`config.mk`:
```
export PLATFORM = sky130hd
export DESIGN_NAME = uart_tx_sched
export DESIGN_NICKNAME = d
export VERILOG_FILES = /design/src/rtl/uart_pkg.sv /design/src/rtl/uart_baud_gen.sv /design/src/rtl/uart_tx_sched.sv
export SDC_FILE = /design/constraint.sdc
export NUM_CORES = 1
export LEC_CHECK = 0
export ABC_AREA = 0
export CORE_MARGIN = 4
export CORE_UTILIZATION = 35
export DETAILED_ROUTE_END_ITERATION = 10
export GPL_ROUTABILITY_DRIVEN = 0
export PLACE_DENSITY = 0.61
export SLEW_MARGIN = 20
export SYNTH_ARGS = -nofsm -noshare
export SYNTH_HDL_FRONTEND = slang
export SYNTH_SLANG_ARGS = --single-unit
```
`constraint.sdc`:
```
create_clock -name clk -period 4.4 [get_ports clk]
set_input_delay 0.88 -clock clk [delete_from_list [all_inputs] [get_ports clk]]
set_output_delay 0.88 -clock clk [all_outputs]
set_load 0.05 [all_outputs]
```
`src/rtl/uart_pkg.sv`:
```
// Shared UART constants and transmit FSM encoding.
// Used by the transmit scheduler and the baud generator shared with the receive side.
`timescale 1ns/1ps
package uart_pkg;

    localparam int   DATA_W   = 8;
    localparam logic STARTBIT = 1'b0;
    localparam logic STOPBIT  = 1'b1;

    typedef enum logic [1:0] {
        IDLE  = 2'd0,
        START = 2'd1,
        DATA  = 2'd2,
        STOP  = 2'd3
    } tx_state_t;

endpackage

```
`src/rtl/uart_baud_gen.sv`:
```
// Bit-period timer: counts 0..CLK_DIV-1 and flags the last cycle of each bit.
// A clear restarts the period so the next bit is full width.
`timescale 1ns/1ps
module uart_baud_gen #(
    parameter int CLK_DIV = 434,
    parameter int CTR_W   = 9
) (
    input  logic clk,
    input  logic rst,
    input  logic clr,
    output logic tick
);

    logic [CTR_W-1:0] cnt;

    assign tick = (cnt == CTR_W'(CLK_DIV - 1));

    always_ff @(posedge clk or posedge rst) begin
        if (rst) begin
            cnt <= '0;
        end else if (clr || tick) begin
            cnt <= '0;
        end else begin
            cnt <= cnt + 1'b1;
        end
    end

endmodule

```
`src/rtl/uart_tx_sched.sv`:
```
// Round-robin scheduler feeding N_REQ byte producers into one UART transmitter.
// Frame: start bit, 8 data bits MSB first, stop bit; one IDLE cycle between frames.
`timescale 1ns/1ps
module uart_tx_sched
    import uart_pkg::*;
#(
    parameter int N_REQ   = 4,
    parameter int CLK_DIV = 434,
    parameter int CTR_W   = 9
) (
    input  logic                    clk,
    input  logic                    rst,
    input  logic [N_REQ-1:0]        req_valid,
    input  logic [8*N_REQ-1:0]      req_data,
    output logic [N_REQ-1:0]        req_ready,
    output logic                    txd,
    output logic                    busy,
    output logic [2:0]              grant_id,
    output logic                    done
);

    tx_state_t         state, state_nxt;
    logic [DATA_W-1:0] shift_reg;
    logic [DATA_W-1:0] win_byte;
    logic [2:0]        bit_ctr;
    logic [2:0]        rr_ptr;
    logic [2:0]        win;
    logic              found;
    logic              tick;
    logic              baud_clr;
    logic              accept;

    // First valid index at or after ptr, wrapping; returns {hit, index}.
    function automatic logic [3:0] rr_pick(input logic [N_REQ-1:0] v, input logic [2:0] ptr);
        logic       hit;
        logic [2:0] idx;
        int         j;
        hit = 1'b0;
        idx = ptr;
        for (int i = 0; i < N_REQ; i++) begin
            j = (int'(ptr) + i) % N_REQ;
            if (!hit && v[j]) begin
                hit = 1'b1;
                idx = 3'(j);
            end
        end
        return {hit, idx};
    endfunction

    always_comb begin
        {found, win} = rr_pick(req_valid, rr_ptr);
    end

    always_comb begin
        win_byte = '0;
        for (int i = 0; i < N_REQ; i++) begin
            if (3'(i) == win) win_byte = req_data[8*i +: 8];
        end
    end

    uart_baud_gen #(
        .CLK_DIV (CLK_DIV),
        .CTR_W   (CTR_W)
    ) u_baud (
        .clk  (clk),
        .rst  (rst),
        .clr  (baud_clr),
        .tick (tick)
    );

    always_ff @(posedge clk or posedge rst) begin
        if (rst) state <= IDLE;
        else     state <= state_nxt;
    end

    always_comb begin
        state_nxt = state;
        req_ready = '0;
        baud_clr  = 1'b0;
        accept    = 1'b0;
        case (state)
            IDLE: begin
                // Counter held clear while idle so the start bit is a full period.
                baud_clr = 1'b1;
                if (found) begin
                    accept    = 1'b1;
                    req_ready = N_REQ'(1) << win;
                    state_nxt = START;
                end
            end
            START: if (tick) state_nxt = DATA;
            DATA:  if (tick && bit_ctr == 3'd7) state_nxt = STOP;
            STOP:  if (tick) state_nxt = IDLE;
            default: state_nxt = IDLE;
        endcase
    end

    assign busy = (state != IDLE);
    assign done = (state == STOP) && tick;

    always_ff @(posedge clk or posedge rst) begin
        if (rst) begin
            shift_reg <= '0;
            bit_ctr   <= '0;
            rr_ptr    <= '0;
            grant_id  <= '0;
        end else if (accept) begin
            shift_reg <= win_byte;
            bit_ctr   <= '0;
            grant_id  <= win;
            rr_ptr    <= 3'((int'(win) + 1) % N_REQ);
        end else if (state == DATA && tick) begin
            shift_reg <= shift_reg << 1;
            bit_ctr   <= bit_ctr + 3'd1;
        end
    end

    // txd is driven from the next state so the line changes on the same edge as the FSM.
    always_ff @(posedge clk or posedge rst) begin
        if (rst) begin
            txd <= STOPBIT;
        end else begin
            case (state_nxt)
                START:   txd <= STARTBIT;
                DATA:    txd <= (state == DATA && tick) ? shift_reg[DATA_W-2] : shift_reg[DATA_W-1];
                default: txd <= STOPBIT;
            endcase
        end
    end

endmodule

```
==> impl_metrics.ini, run 1 <==
[outcome]
status = completed

[min_path]
hold_class = reg2reg
whs_path_depth = 1
worstHoldStart = u_baud.cnt[0]$_DFF_PP0_
min_to = u_baud.cnt[0]$_DFF_PP0_

[cells_and_area]
final_core_util = 0.486
n_fill_cell = 473
nNetsFinal = 269
area_delta_synth_final_pct = 33.9
stdcell_area_mm2 = 0.00231
multiInputGateArea_um2 = 918
layout_commonest_cell = clkdlybuf4s50_1
largest_reg_flops = 9
seq_area_um2 = 677
drive_gt1_frac = 0.0766
diodes = 0
most-common-layout-cells = 42 x clkdlybuf4s50_1, 26 x dfrtp_1, 16 x nor2_1, 16 x inv_1, 12 x a21oi_1

[timing]
timing_max_transition_violations_final = 0
min_period_over_period = 0.854
worst_slew_pin_slew_ns = 0.889
min_period_ns = 3.76
relSlewSlack = 0.405
setup_violations = 0
fmax_ghz = 0.266
tns_ns = 0
skew_ns = 0.00807
grt_setup_unrepaired = no
hold_violations = 0

[power_and_ir_drop]
power_leakage_nw = 0.954
powerDensity_mw_per_mm2 = 245
peakVddDrop_mv = 0.166

[global_route]
grt.overflow.total = 0
grtUsageTotal = 0.133
grt_pass1_vias = 1401
grt_pass1_wl_mm = 6.60
antenna_found_initial = 0
grt_max_degree = 28

[worst_setup_path]
r2r_start = rr_ptr[1]$_DFFE_PP0P_
path_max_fanout = 10
start_kind = input port
crit_arrival_ns = 2.88
worstPathRequired_ns = 3.52
worstSetupPathType = in2out
rrSetupSlack_ns = 1.48
crit_path_end_kind = output pin
reg2reg_to = shift_reg[4]$_DFFE_PP0P_
reg2regPathDepth = 9

[cts]
postCtsSetupBuffers = 0
cts_hold_buf = 0
cts_tree = built
path_clk_slew_ns = 0.08
worst_skew_pair.late_latency_ns = 0.27
clock_path_buffers = 2
cts.sinks = 27
postCtsResizedCells = 0
cts-buffers-inserted = 3
cts-root-buf = clkbuf_8
htreeDepth = 1

[logic_synthesis]
synth.distinct_cells = 46
ys_ff_latch = 27
synth_flop_cell = dfrtp_1
syn_nets = 226
synth_edf_count = 0
syn_inst = 180
synthArstFlopShare = 1.00
avgSynthCellArea_um2 = 9.59
synth_warnings = 0
synth_seq_area_share = 0.392
synthesis.area_mm2 = 0.00173

[floorplanning]
fp.dieW_um = 78.2
core_mm2 = 0.00475
ios = 48
rows = 25
fp.dieH_um = 78.2
die_area_mm2 = 0.00612
initial_core_util = 0.363

[run]
maxCapViolations = 0

[routing]
via_count = 1433
dr.pass1.iters = 4
drc = 0
drt_iter0_markers = 97
routed_wl_mm = 4.02
detail-route-antenna-nets = 0
via_per_inst = 4.96
wl_per_cell_um = 13.9

[placed_design]
hpwl_mm = 3.12
port_buffers = 46
placed_area_mm2 = 0.00227
[critical path, cell delays in order]
cell and delay, ns:
clkdlybuf4s50_1 0.49, nor2_1 0.21, a2bb2oi_1 0.17, o221ai_1 0.21
inv_1 0.15, ha_1 0.37, and2_1 0.24, buf_12 0.15
[stage by stage]
stage	power, mW	std cells	hold WS [ns]	setup slack, ns
floorplan	0.370	180	0.461	0.855
global placement	0.432	285	0.482	0.661
detailed placement	0.431	285	0.484	0.597
CTS	0.572	289	0.496	0.635
global route	0.597	289	0.538	0.443
finish	0.566	289	0.492	0.641
[cells by family after synthesis]
kind of cell / Yosys count / synth area share
AND/OR/NAND/NOR: 55 / 0.188
AO/OA/AOI/OAI: 47 / 0.208
buffers and inverters: 28 / 0.0754
flip-flops: 27 / 0.392
adder cells (fa/ha/maj): 8 / 0.0580
XOR/XNOR: 8 / 0.0406
multiplexers: 6 / 0.0355
other: 1 / 0.00217
[synthesized netlist by cell type (2+ instances only)]
| library cell | number | area (um^2) |
|---|---|---|
| or3_1 | 2 | 12.5 |
| nor3b_1 | 4 | 30.0 |
| nand3_1 | 3 | 15.0 |
| buf_2 | 5 | 25.0 |
| nor3_1 | 4 | 20.0 |
| xnor2_1 | 7 | 61.3 |
| a21oi_1 | 12 | 60.1 |
| clkbuf_1 | 3 | 11.3 |
| mux2i_1 | 5 | 50.1 |
| buf_6 | 2 | 22.5 |
| nor2b_1 | 7 | 43.8 |
| a221o_1 | 7 | 70.1 |
| o22ai_1 | 2 | 12.5 |
| a2bb2oi_1 | 2 | 17.5 |
| ha_1 | 8 | 100 |
| dfrtp_1 | 26 | 651 |
| a221oi_1 | 7 | 61.3 |
| a211oi_1 | 2 | 15.0 |
| and2_1 | 4 | 25.0 |
| o21ai_0 | 5 | 25.0 |
| nand2_1 | 7 | 26.3 |
| inv_1 | 17 | 63.8 |
| nor2_1 | 16 | 60.1 |
[report_power, final]
group	internal [mW]	total, mW	switching [mW]
registers	0.262	0.272	0.0101
logic	0.0786	0.154	0.0752
clock network	0.0649	0.140	0.0752
total	0.405	0.566	0.160
[layout make-up]
type | instances | share of cell area
multi-input cells | 125 | 0.397
flip-flops and latches | 27 | 0.293
repair buffers | 49 | 0.226
well taps | 67 | 0.0363
inverters | 17 | 0.0276
clock buffers | 4 | 0.0195
[routing by layer]
| metal | global-route usage | vias up | share of wire | wire length (um) |
|---|---|---|---|---|
| met5 | 0 | - | 0 | 0 |
| met4 | 0.0315 | 0 | 0.010 | 42 |
| met3 | 0.0218 | 4 | 0.031 | 125 |
| met2 | 0.220 | 25 | 0.51 | 2030 |
| met1 | 0.181 | 674 | 0.45 | 1820 |
| li1 | - | 730 | - | - |
[worst max path at each step]
stage / from / endpoint / slack, ns / depth (start not counted)
2_1_floorplan: req_valid[0] / req_ready[3] / 0.86 / 8
3_3_place_gp: req_valid[0] / req_ready[3] / 0.66 / 8
3_5_place_dp: req_valid[0] / shift_reg[4]$_DFFE_PP0P_ / 0.60 / 10
4_1_cts: req_valid[0] / req_ready[3] / 0.64 / 8
5_1_grt: req_valid[0] / req_ready[1] / 0.44 / 8
6_report: req_valid[0] / req_ready[1] / 0.64 / 8
No activity file was read; power rests on OpenSTA's default activity.
==> run 2: changes to the inputs <==
- CORE_ASPECT_RATIO: unset -> 1.4
==> run 2 against run 1 <==
Effect of this change: clock-buffer cell count decreased by 1; sequential power about the same; clock power about the same; first-iteration DRC count decreased by 8.2%; sequential share of layout area about the same; via count increased by 2.1%; non-clock buffer count unchanged; critical endpoint unchanged; largest cell class unchanged.
==> impl_metrics.ini, run 2 (synthesis gave the netlist of run 1 again) <==
[cts]
cts_tree = built
cts-buffers-inserted = 3
path_clk_slew_ns = 0.09
postCtsResizedCells = 0
postCtsSetupBuffers = 0
clock_path_buffers = 2
htreeDepth = 1
worst_skew_pair.late_latency_ns = 0.27
cts-root-buf = clkbuf_8
cts_hold_buf = 0
cts.sinks = 27

[cells_and_area]
area_delta_synth_final_pct = 33.8
largest_reg_flops = 9
drive_gt1_frac = 0.0811
n_fill_cell = 487
multiInputGateArea_um2 = 918
seq_area_um2 = 677
most-common-layout-cells = 42 x clkdlybuf4s50_1, 26 x dfrtp_1, 16 x nor2_1, 16 x inv_1, 12 x a21oi_1
final_core_util = 0.480
layout_commonest_cell = clkdlybuf4s50_1
nNetsFinal = 269
diodes = 0

[timing]
worst_slew_pin_slew_ns = 0.844
hold_violations = 0
min_period_ns = 3.75
timing_max_transition_violations_final = 0
min_period_over_period = 0.853
relSlewSlack = 0.435
skew_ns = 0.00643
tns_ns = 0
fmax_ghz = 0.267
setup_violations = 0
grt_setup_unrepaired = no

[worst_setup_path]
rrSetupSlack_ns = 1.58
crit_end = req_ready[1]
path_cells = clkdlybuf4s50_1 -> nor2_1 -> a2bb2oi_1 -> o221ai_1 -> inv_1 -> ha_1 -> and2_1 -> buf_12
r2r_start = rr_ptr[1]$_DFFE_PP0P_
path_max_fanout = 10
crit_slowest_cell = clkdlybuf4s50_1
start_kind = input port
crit_buf_inv = 3
critPathTopFamily = buffers and inverters
crit_path_end_kind = output pin
crit_path_start = req_valid[0]
cp.depth = 8
reg2regPathDepth = 9
cpPeakStageDelay_ns = 0.49
worstSetupPathType = in2out
crit_arrival_ns = 2.87
worstPathRequired_ns = 3.52
reg2reg_to = shift_reg[1]$_DFFE_PP0P_

[floorplanning]
initial_core_util = 0.359
ios = 48
fp.dieW_um = 67.3
core_mm2 = 0.00480
die_area_mm2 = 0.00613
fp.dieH_um = 91.1
rows = 30

[outcome]
status = completed

[global_route]
antenna_found_initial = 0
grt_max_degree = 28
grt_pass1_vias = 1467
grtUsageTotal = 0.142
grt_pass1_wl_mm = 6.81
grt.overflow.total = 0

[power_and_ir_drop]
peakVddDrop_mv = 0.170
power_leakage_nw = 0.956
total_power_mw = 0.566
powerDensity_mw_per_mm2 = 245

[placed_design]
hpwl_mm = 3.24
port_buffers = 46

[routing]
routed_wl_mm = 4.10
drc = 0
via_per_inst = 5.12
dr.pass1.iters = 4
via_count = 1463
wl_per_cell_um = 14.3
drt_iter0_markers = 89
detail-route-antenna-nets = 0

[min_path]
hold_class = reg2reg

[run]
maxCapViolations = 0
## run 2: where the power goes
part | internal, mW | total (mW) | switching (mW)
clock network | 0.0635 | 0.140 | 0.0767
registers | 0.262 | 0.272 | 0.0101
logic | 0.0780 | 0.154 | 0.0758
## run 2: cell type report
class,instances,area share
clock buffer,3,0.0179
multi-input combinational,125,0.398
inverter,17,0.0276
tap,64,0.0347
sequential,27,0.293
timing repair buffer,49,0.227
clock inverter,1,0.00217
## run 2: worst register-to-register path, stage by stage, from the launching register on
cell,delay (ns)
dfrtp_1,0.41
nor3b_1,0.20
o22ai_1,0.10
a2bb2oi_1,0.34
inv_1,0.12
ha_1,0.34
nor2b_1,0.48
a221oi_1,0.15
a2111oi_0,0.44
a221o_1,0.18
## run 2: layer usage
metal / up-vias / share of wire / GRT usage
li1: 720 / - / -
met5: - / 0 / 0
met1: 694 / 0.44 / 0.182
met4: 0 / 0.011 / 0.0457
met3: 4 / 0.044 / 0.0161
met2: 45 / 0.51 / 0.241
## run 2: how the worst min path moves through the flow
stage,startpoint,end,slack (ns),cells after the start
after detailed placement,grant_id[0]$_DFFE_PP0P_,grant_id[0]$_DFFE_PP0P_,0.48,2
after global routing,grant_id[0]$_DFFE_PP0P_,grant_id[0]$_DFFE_PP0P_,0.53,2
after CTS,grant_id[0]$_DFFE_PP0P_,grant_id[0]$_DFFE_PP0P_,0.50,2
after floorplan,u_baud.cnt[0]$_DFF_PP0_,u_baud.cnt[0]$_DFF_PP0_,0.46,1
final,grant_id[0]$_DFFE_PP0P_,grant_id[0]$_DFFE_PP0P_,0.49,2
after global placement,grant_id[0]$_DFFE_PP0P_,grant_id[0]$_DFFE_PP0P_,0.47,2
## run 2: metrics by stage
stage / std cells / worst slack (ns) / cell area (um^2) / hold slack (ns)
global placement: 282 / 0.706 / 2260 / 0.470
finish: 286 / 0.649 / 2310 / 0.494
global route: 286 / 0.375 / 2310 / 0.528
CTS: 286 / 0.622 / 2310 / 0.500
floorplan: 180 / 0.855 / 1730 / 0.461
detailed placement: 282 / 0.622 / 2260 / 0.477
